===== config.mk =====
export PLATFORM = sky130hd
export DESIGN_NAME = nco_sweep_ctrl
export DESIGN_NICKNAME = d
export VERILOG_FILES = /design/src/rtl/nco_sweep_ctrl.sv
export SDC_FILE = /design/constraint.sdc
export NUM_CORES = 1
export LEC_CHECK = 0
export CELL_PAD_IN_SITES_DETAIL_PLACEMENT = 0
export CELL_PAD_IN_SITES_GLOBAL_PLACEMENT = 1
export CORE_UTILIZATION = 41
export DETAILED_ROUTE_END_ITERATION = 6
export PLACE_DENSITY_LB_ADDON = 0.1
export SKIP_CTS_REPAIR_TIMING = 1
export SLEW_MARGIN = 10
export SYNTH_ARGS = -nofsm -noshare
export SYNTH_HDL_FRONTEND = slang
export SYNTH_SLANG_ARGS = --single-unit

===== constraint.sdc =====
create_clock -name clk -period 6.45 [get_ports clk]
set_input_delay 1.29 -clock clk [delete_from_list [all_inputs] [get_ports clk]]
set_output_delay 1.29 -clock clk [all_outputs]
set_load 0.05 [all_outputs]

===== src/rtl/nco_sweep_ctrl.sv =====
// Tuning-word sweep controller for an NCO: ramps f_out from f_start to f_stop.
// Define NCO_SWEEP_BIDIR_EN for a triangle (up then down) sweep.
module nco_sweep_ctrl #(
    parameter int DWELL_W = 16
) (
    input  logic               clk,
    input  logic               rst,
    input  logic               start,
    input  logic               abort,
    input  logic               continuous,
    input  logic [31:0]        f_start,
    input  logic [31:0]        f_stop,
    input  logic [31:0]        f_step,
    input  logic [DWELL_W-1:0] dwell,
    output logic [31:0]        f_out,
    output logic               f_valid,
    output logic               busy,
    output logic               done,
    output logic               err
);

    typedef enum logic [1:0] {
        IDLE,
        DWELL,
        DONE
    } state_t;

    state_t               state_q, state_d;
    logic [DWELL_W-1:0]   cnt_q, cnt_d;
    logic [31:0]          start_q, start_d;
    logic [31:0]          stop_q, stop_d;
    logic [31:0]          step_q, step_d;
    logic [DWELL_W-1:0]   dwell_q, dwell_d;
    logic                 cont_q, cont_d;
    logic [31:0]          f_out_d;
    logic                 valid_d;
    logic                 busy_d;
    logic                 done_d;
    logic                 err_d;

    logic [32:0]          sum;
    logic [31:0]          up_word;
    logic [31:0]          nxt_word;
    logic                 at_end;
    logic                 bad_cfg;

    // 33-bit sum so a carry-out also clamps to f_stop
    assign sum     = {1'b0, f_out} + {1'b0, step_q};
    assign up_word = (sum > {1'b0, stop_q}) ? stop_q : sum[31:0];
    assign bad_cfg = (f_step == 32'd0) || (f_start > f_stop);

`ifdef NCO_SWEEP_BIDIR_EN
    logic        dir_q, dir_d;
    logic        dir_nxt;
    logic [32:0] diff;
    logic [31:0] down_word;

    assign diff      = {1'b0, f_out} - {1'b0, step_q};
    assign down_word = (diff[32] || (diff[31:0] < start_q)) ?
                       start_q : diff[31:0];

    // a pass ends back at f_start, or at once when start equals stop
    assign at_end = dir_q ? (f_out == start_q) :
                    ((f_out == stop_q) && (stop_q == start_q));

    always_comb begin
        nxt_word = up_word;
        dir_nxt  = dir_q;
        if (at_end) begin
            nxt_word = up_word;
            dir_nxt  = 1'b0;
        end else if (dir_q) begin
            nxt_word = down_word;
            dir_nxt  = 1'b1;
        end else if (f_out == stop_q) begin
            nxt_word = down_word;
            dir_nxt  = 1'b1;
        end
    end
`else
    assign at_end   = (f_out == stop_q);
    assign nxt_word = at_end ? start_q : up_word;
`endif

    always_comb begin
        state_d = state_q;
        cnt_d   = cnt_q;
        start_d = start_q;
        stop_d  = stop_q;
        step_d  = step_q;
        dwell_d = dwell_q;
        cont_d  = cont_q;
        f_out_d = f_out;
        valid_d = 1'b0;
        busy_d  = busy;
        done_d  = 1'b0;
        err_d   = 1'b0;
`ifdef NCO_SWEEP_BIDIR_EN
        dir_d   = dir_q;
`endif
        unique case (state_q)
            IDLE: begin
                busy_d = 1'b0;
                if (abort) begin
                    state_d = IDLE;
                end else if (start && bad_cfg) begin
                    err_d = 1'b1;
                end else if (start) begin
                    start_d = f_start;
                    stop_d  = f_stop;
                    step_d  = f_step;
                    dwell_d = dwell;
                    cont_d  = continuous;
                    f_out_d = f_start;
                    cnt_d   = dwell;
                    valid_d = 1'b1;
                    busy_d  = 1'b1;
                    state_d = DWELL;
`ifdef NCO_SWEEP_BIDIR_EN
                    dir_d   = 1'b0;
`endif
                end
            end
            DWELL: begin
                if (abort) begin
                    busy_d  = 1'b0;
                    state_d = IDLE;
                end else if (cnt_q != '0) begin
                    cnt_d = cnt_q - DWELL_W'(1);
                end else if (at_end && !cont_q) begin
                    busy_d  = 1'b0;
                    done_d  = 1'b1;
                    state_d = DONE;
                end else begin
                    f_out_d = nxt_word;
                    cnt_d   = dwell_q;
                    valid_d = 1'b1;
`ifdef NCO_SWEEP_BIDIR_EN
                    dir_d   = dir_nxt;
`endif
                end
            end
            DONE: begin
                busy_d  = 1'b0;
                state_d = IDLE;
            end
            default: begin
                busy_d  = 1'b0;
                state_d = IDLE;
            end
        endcase
    end

    always_ff @(posedge clk) begin
        if (rst) begin
            state_q <= IDLE;
            cnt_q   <= '0;
            start_q <= '0;
            stop_q  <= '0;
            step_q  <= '0;
            dwell_q <= '0;
            cont_q  <= 1'b0;
            f_out   <= '0;
            f_valid <= 1'b0;
            busy    <= 1'b0;
            done    <= 1'b0;
            err     <= 1'b0;
`ifdef NCO_SWEEP_BIDIR_EN
            dir_q   <= 1'b0;
`endif
        end else begin
            state_q <= state_d;
            cnt_q   <= cnt_d;
            start_q <= start_d;
            stop_q  <= stop_d;
            step_q  <= step_d;
            dwell_q <= dwell_d;
            cont_q  <= cont_d;
            f_out   <= f_out_d;
            f_valid <= valid_d;
            busy    <= busy_d;
            done    <= done_d;
            err     <= err_d;
`ifdef NCO_SWEEP_BIDIR_EN
            dir_q   <= dir_d;
`endif
        end
    end

endmodule


==> results.ini, run 1 <==
[synthesis]
synth_area_mm2 = 0.0110
synth.ff_latch_count = 167
synthDistinctLibCells = 73
yosys_warnings = 0
synth.area.top_cells = dfxtp_1, ha_1, nand2_1
synth_top_area_share_pct = 30.3
seq_area_frac_synth_pct = 30.3
synthesis.instances = 1465
avgSynthCellArea_um2 = 7.54
async_flop_share_pct = 0
synth_enable_flop_cells = 0
synth_flop_cell = dfxtp_1
synth_nets = 1681
yosys.area.top_type = dfxtp_1

[sta]
worst_pin_slew_ns = 1.23
max_slew_margin_pct = 17.8
fin_skew_ns = 0.0183
rsz0062_at_grt = false
finalCriticalPeriod_ns = 6.13
post-route-period-util_pct = 95.1
worst_slack_ns = 0.317
max_freq_mhz = 163
slew_viol_final = 0
setup_viol = 0
final-hold-violation-count = 0
setup_tns_ns = 0

[cells_and_area]
final_common_cell = nand2_1
ff_latch_area_mm2 = 0.00334
nFillCells = 2560
nets = 1785
layout_common_cells = nand2_1, a21oi_1, dfxtp_1
fin_cells = 1917
multi_input_area_mm2 = 0.00699
syn_to_final_growth_pct = 21.3
antenna_cells = 0
finalInstanceArea_mm2 = 0.0134
drive_gt1_share_pct = 5.31

[min_path]
min_path_type = reg2reg
whs_path_depth = 2
min_to = start_q[29]
hold_path_startpoint = start_q[29]

[clocking]
clk_latency_ns = 0.45
clkTransAtPathRegs_ns = 0.08
cts_buffers = 17
cts_tree = done
htree_levels = 4
clk_root_buffer_cell = clkbuf_16
clk_path_buf_depth = 2
cts_sinks = 167

[global_routing]
grt_pass1_wl_mm = 58.6
overflow = 0
grt_max_degree = 82
grtUsageTotal_pct = 27.4
grt_pass1_vias = 10300
grt_antenna_before_repair = 0

[placement]
dpl-instance-area_mm2 = 0.0128
io_buffers = 152
pre_cts_slack_ns = 0.509
gp_congestion = 0.902
placed_cells = 1885
dp_hpwl_mm = 27.9

[detailed_routing]
drtAntennaViolNets = 0
drc = 12
vias_per_cell = 5.70
avgRoutedWirePerCell_um = 19.8
via_count = 10900
firstDrtPassIters = 7
drt_wl_total_mm = 37.9
drtIter0Drc = 726

[worst_setup_path]
path_class = reg2reg
cp_max_fo = 9
crit_path_end_kind = flip-flop
worst_ep_arrival_time_ns = 6.44
r2r.worst_path.cells = 21
r2r-start = f_out[0]
timing.rr.end = f_out[26]
required_ns = 6.76
worstSetupStartpointType = flip-flop
r2r_slack_ns = 0.32

[die]
die_area_mm2 = 0.0276
io_pins = 153
die_w_um = 166
fp-row-count = 59
start_util_pct = 42.1
dieHeight_um = 166
core_mm2 = 0.0262

[status]
violations = design-rule violations
status = complete, but fails checks

[flow_run]
cap_violations = 0

[power_and_ir_drop]
fin_total_pwr_mw = 3.24
p_per_area_mw_per_mm2 = 242
p_leak_nw = 5.56
ir_drop_uv = 186

stage by stage:
step / utilization, % / hold slack, ns
floorplan: - / 0.432
global placement: 48.8 / 0.438
detailed placement: 48.8 / 0.443
CTS: 51.1 / 0.454
global route: 51.1 / 0.472
finish: 51.1 / 0.455
where the power goes:
group | switching (mW) | internal [mW] | total (mW)
combinational | 0.604 | 0.405 | 1.01
clock | 0.525 | 0.556 | 1.08
sequential | 0.0619 | 1.09 | 1.15
total | 1.19 | 2.05 | 3.24
synth_stat cells, types with 16 or more instances:
cell type / number
a211oi_1: 46
a21o_1: 28
a21oi_1: 187
a31oi_1: 16
clkbuf_1: 61
dfxtp_1: 167
ha_1: 98
inv_1: 100
nand2_1: 285
nand3_1: 38
nand4_1: 25
nor2_1: 61
nor3_1: 27
nor4_1: 23
o21ai_0: 56
xnor2_1: 21
xor2_1: 46
final cells by class:
class	instances	area share (%)
tap	335	3.13
inverter	100	2.80
multi-input combinational	1113	52.2
sequential	167	25.0
clock buffer	17	3.18
timing repair buffer	170	12.4
clock inverter	15	1.33
cells by family after synthesis:
logic type,Yosys count,share of synthesized area (%)
and+or+nand+nor,505,20.4
AOI/OAI and AO/OA,418,23.8
buffers and inverters,185,6.64
DFF,167,30.3
adders and majority gates,99,11.3
xor gates and xnor gates,67,5.31
muxes,24,2.31
registers in the layout, summed over array words and instances (netlist names):
signal and count:
f_valid 1, cnt_q 16, err 1, stop_q 32, start_q 32, cont_q 1, busy 1, dwell_q 16
state_q 2, done 1, step_q 32, f_out 32
worst max-delay path, cell delays in order (launching register included):
cell	delay [ns]
dfxtp_1	0.41
ha_1	0.20
fa_1	0.22
a21o_1	0.17
a31oi_1	0.13
o311ai_1	0.51
a21oi_1	0.19
or4_1	0.63
a31oi_2	0.31
nand2b_1	0.11
nand2_1	0.10
xor2_1	0.15
ha_1	0.25
and3_1	0.20
a221oi_1	0.28
o21ai_0	0.17
o41a_1	0.50
a211oi_4	0.53
buf_4	0.31
nor3_1	0.07
a2111oi_0	0.44
a21oi_1	0.11
routing by layer:
| metal | track usage, % | wire (um) | vias to the layer above |
|---|---|---|---|
| li1 | - | - | 5404 |
| met1 | 36.6 | 17300 | 5159 |
| met2 | 44.1 | 17200 | 307 |
| met3 | 4.03 | 2080 | 57 |
| met4 | 11.3 | 1350 | 0 |
| met5 | 0 | 0 | - |
worst max path at each step:
stage,startpoint,to
floorplan,f_out[0],f_out[22]
detailed placement,f_out[0],f_out[26]
global route,f_out[0],f_out[30]
global placement,f_out[0],f_out[30]
CTS,f_out[0],f_out[26]
finish,f_out[0],f_out[26]
Note: power is estimated with default switching activity, not from simulation.
==> inputs of run 2 (changes only) <==
- MAX_ROUTING_LAYER: default -> met4
==> run 2 against run 1 <==
Compared with the run above:
- the flow still finishes with violations (design-rule violations)
- highest routed layer unchanged
- routed wire length up 1.6%
- combinational power is essentially flat
- clock-buffer cell count grew 1
- die area stayed put
- global-route usage is 1.6 points higher
- clock skew grew 0.0044 ns
- sequential share of layout area shrank 0.067 points
- maximum frequency grew 5.3%
- clock power about the same
- non-clock buffer count increased by 3
- first-iteration DRC count is 5.1% lower
- final cell count increased by 0.16%
==> results.ini, run 2 (synthesis gave the netlist of run 1 again) <==
[min_path]
whs_path_depth = 2
min_path_type = reg2reg

[global_routing]
grt_antenna_before_repair = 0
grt_pass1_vias = 10500
grtUsageTotal_pct = 29.0
grt_max_degree = 94
overflow = 0
grt_pass1_wl_mm = 60.3

[clocking]
clk_path_buf_depth = 2
cts_sinks = 167
htree_levels = 4
clk_root_buffer_cell = clkbuf_16
cts_buffers = 17
cts_tree = done
clk_latency_ns = 0.45
clkTransAtPathRegs_ns = 0.08

[cells_and_area]
nets = 1788
layout_common_cells = nand2_1, a21oi_1, dfxtp_1
final_common_cell = nand2_1
nFillCells = 2628
antenna_cells = 0
finalInstanceArea_mm2 = 0.0134
syn_to_final_growth_pct = 21.7
drive_gt1_share_pct = 5.49

[power_and_ir_drop]
fin_total_pwr_mw = 3.25
p_leak_nw = 5.58
p_per_area_mw_per_mm2 = 242
ir_drop_uv = 157

[die]
dieHeight_um = 166
core_mm2 = 0.0262
die_w_um = 166
die_area_mm2 = 0.0276
start_util_pct = 42.1
io_pins = 153
fp-row-count = 59

[sta]
max_freq_mhz = 172
setup_tns_ns = 0
worst_pin_slew_ns = 1.10
final-hold-violation-count = 0
holdWs_ns = 0.456
rsz0062_at_grt = false
post-route-period-util_pct = 90.3
slew_viol_final = 0
max_slew_margin_pct = 26.6
setup_viol = 0
fin_skew_ns = 0.0226
finalCriticalPeriod_ns = 5.82

[flow_run]
cap_violations = 0

[status]
status = complete, but fails checks
violations = design-rule violations

[worst_setup_path]
crit_family = compound AO/OA/AOI/OAI gates
worstSetupStartpointType = flip-flop
slowest_delay_ns = 0.64
cp_max_fo = 22
r2r.worst_path.cells = 19
crit_chain = ha_1, fa_1, a21o_1, a31oi_1, o311ai_1, a21oi_1, or4_1, a31oi_1, nor2_1, ha_1, nand4_1, nor4_1, nand4_1, mux2_2, o41a_1, a211o_1, nor3b_1, o21ai_0, a311oi_2
crit_path_end_kind = flip-flop
worst_ep_arrival_time_ns = 6.16
path_class = reg2reg
cp_num_buf_inv = 0
cp.depth = 19
required_ns = 6.79
cpMaxStageDelayCell = a211o_1

[detailed_routing]
drtIter0Drc = 689
via_count = 10900
firstDrtPassIters = 7
drt_wl_total_mm = 38.6
drc = 11
avgRoutedWirePerCell_um = 20.1
vias_per_cell = 5.67
drtAntennaViolNets = 0

[placement]
io_buffers = 152
gp_congestion = 0.921
dp_hpwl_mm = 28.4
dpl-instance-area_mm2 = 0.0128

==> run 2: cell types whose count changed in the layout (fill, tap and decap cells not counted), sizes merged <==
cell | before | now
buf | 19 | 22
clkbuf | 17 | 18
clkinv | 6 | 5
==> run 2: worst paths after layout <==
path | start | end | slack, ns
hold / removal | dwell_q[12] | dwell_q[12] | 0.46
setup / recovery | f_out[0] | f_out[29] | 0.63
setup reg to reg | f_out[0] | f_out[29] | 0.63
hold reg to reg | dwell_q[12] | dwell_q[12] | 0.46
==> run 2: area by class of cell <==
cell class | instances | area, um^2 | share of cell area, %
clock buffers | 18 | 439 | 3.27
multi-input cells | 1113 | 6990 | 52.0
inverters | 100 | 375 | 2.79
repair buffers | 173 | 1690 | 12.6
clock inverters | 14 | 178 | 1.32
well taps | 335 | 419 | 3.12
flip-flops and latches | 167 | 3340 | 24.9
==> run 2: per-stage QoR <==
step | util, % | std cells | setup slack, ns
6_report | 51.3 | 1920 | 0.627
4_1_cts | 51.3 | 1920 | 0.672
5_1_grt | 51.3 | 1920 | 0.145
2_1_floorplan | - | 1465 | 1.01
3_5_place_dp | 48.9 | 1888 | 0.733
3_3_place_gp | 48.9 | 1888 | 0.772
==> run 2: routing by layer <==
layer	track usage [%]	vias up	wire length, um
li1	-	5395	-
met1	37.7	5181	17900
met2	46.9	269	18100
met3	4.22	33	1800
met4	7.60	0	751
met5	-	-	0
==> run 2: worst register-to-register path, delay by kind of cell, from the launching register on <==
family | cells | cell delay [ns]
DFF | 1 | 0.40
and+or+nand+nor | 6 | 1.89
AOI/OAI and AO/OA | 9 | 2.41
adders and majority gates | 3 | 0.72
muxes | 1 | 0.29
==> run 2: where the power goes <==
group          total (mW)  leakage [nW]  internal [mW]  switching, mW
clock                1.10         0.299          0.569          0.527
combinational        1.01          3.92          0.401          0.604
sequential           1.15          1.36           1.09         0.0631
total                3.25          5.58           2.06           1.19
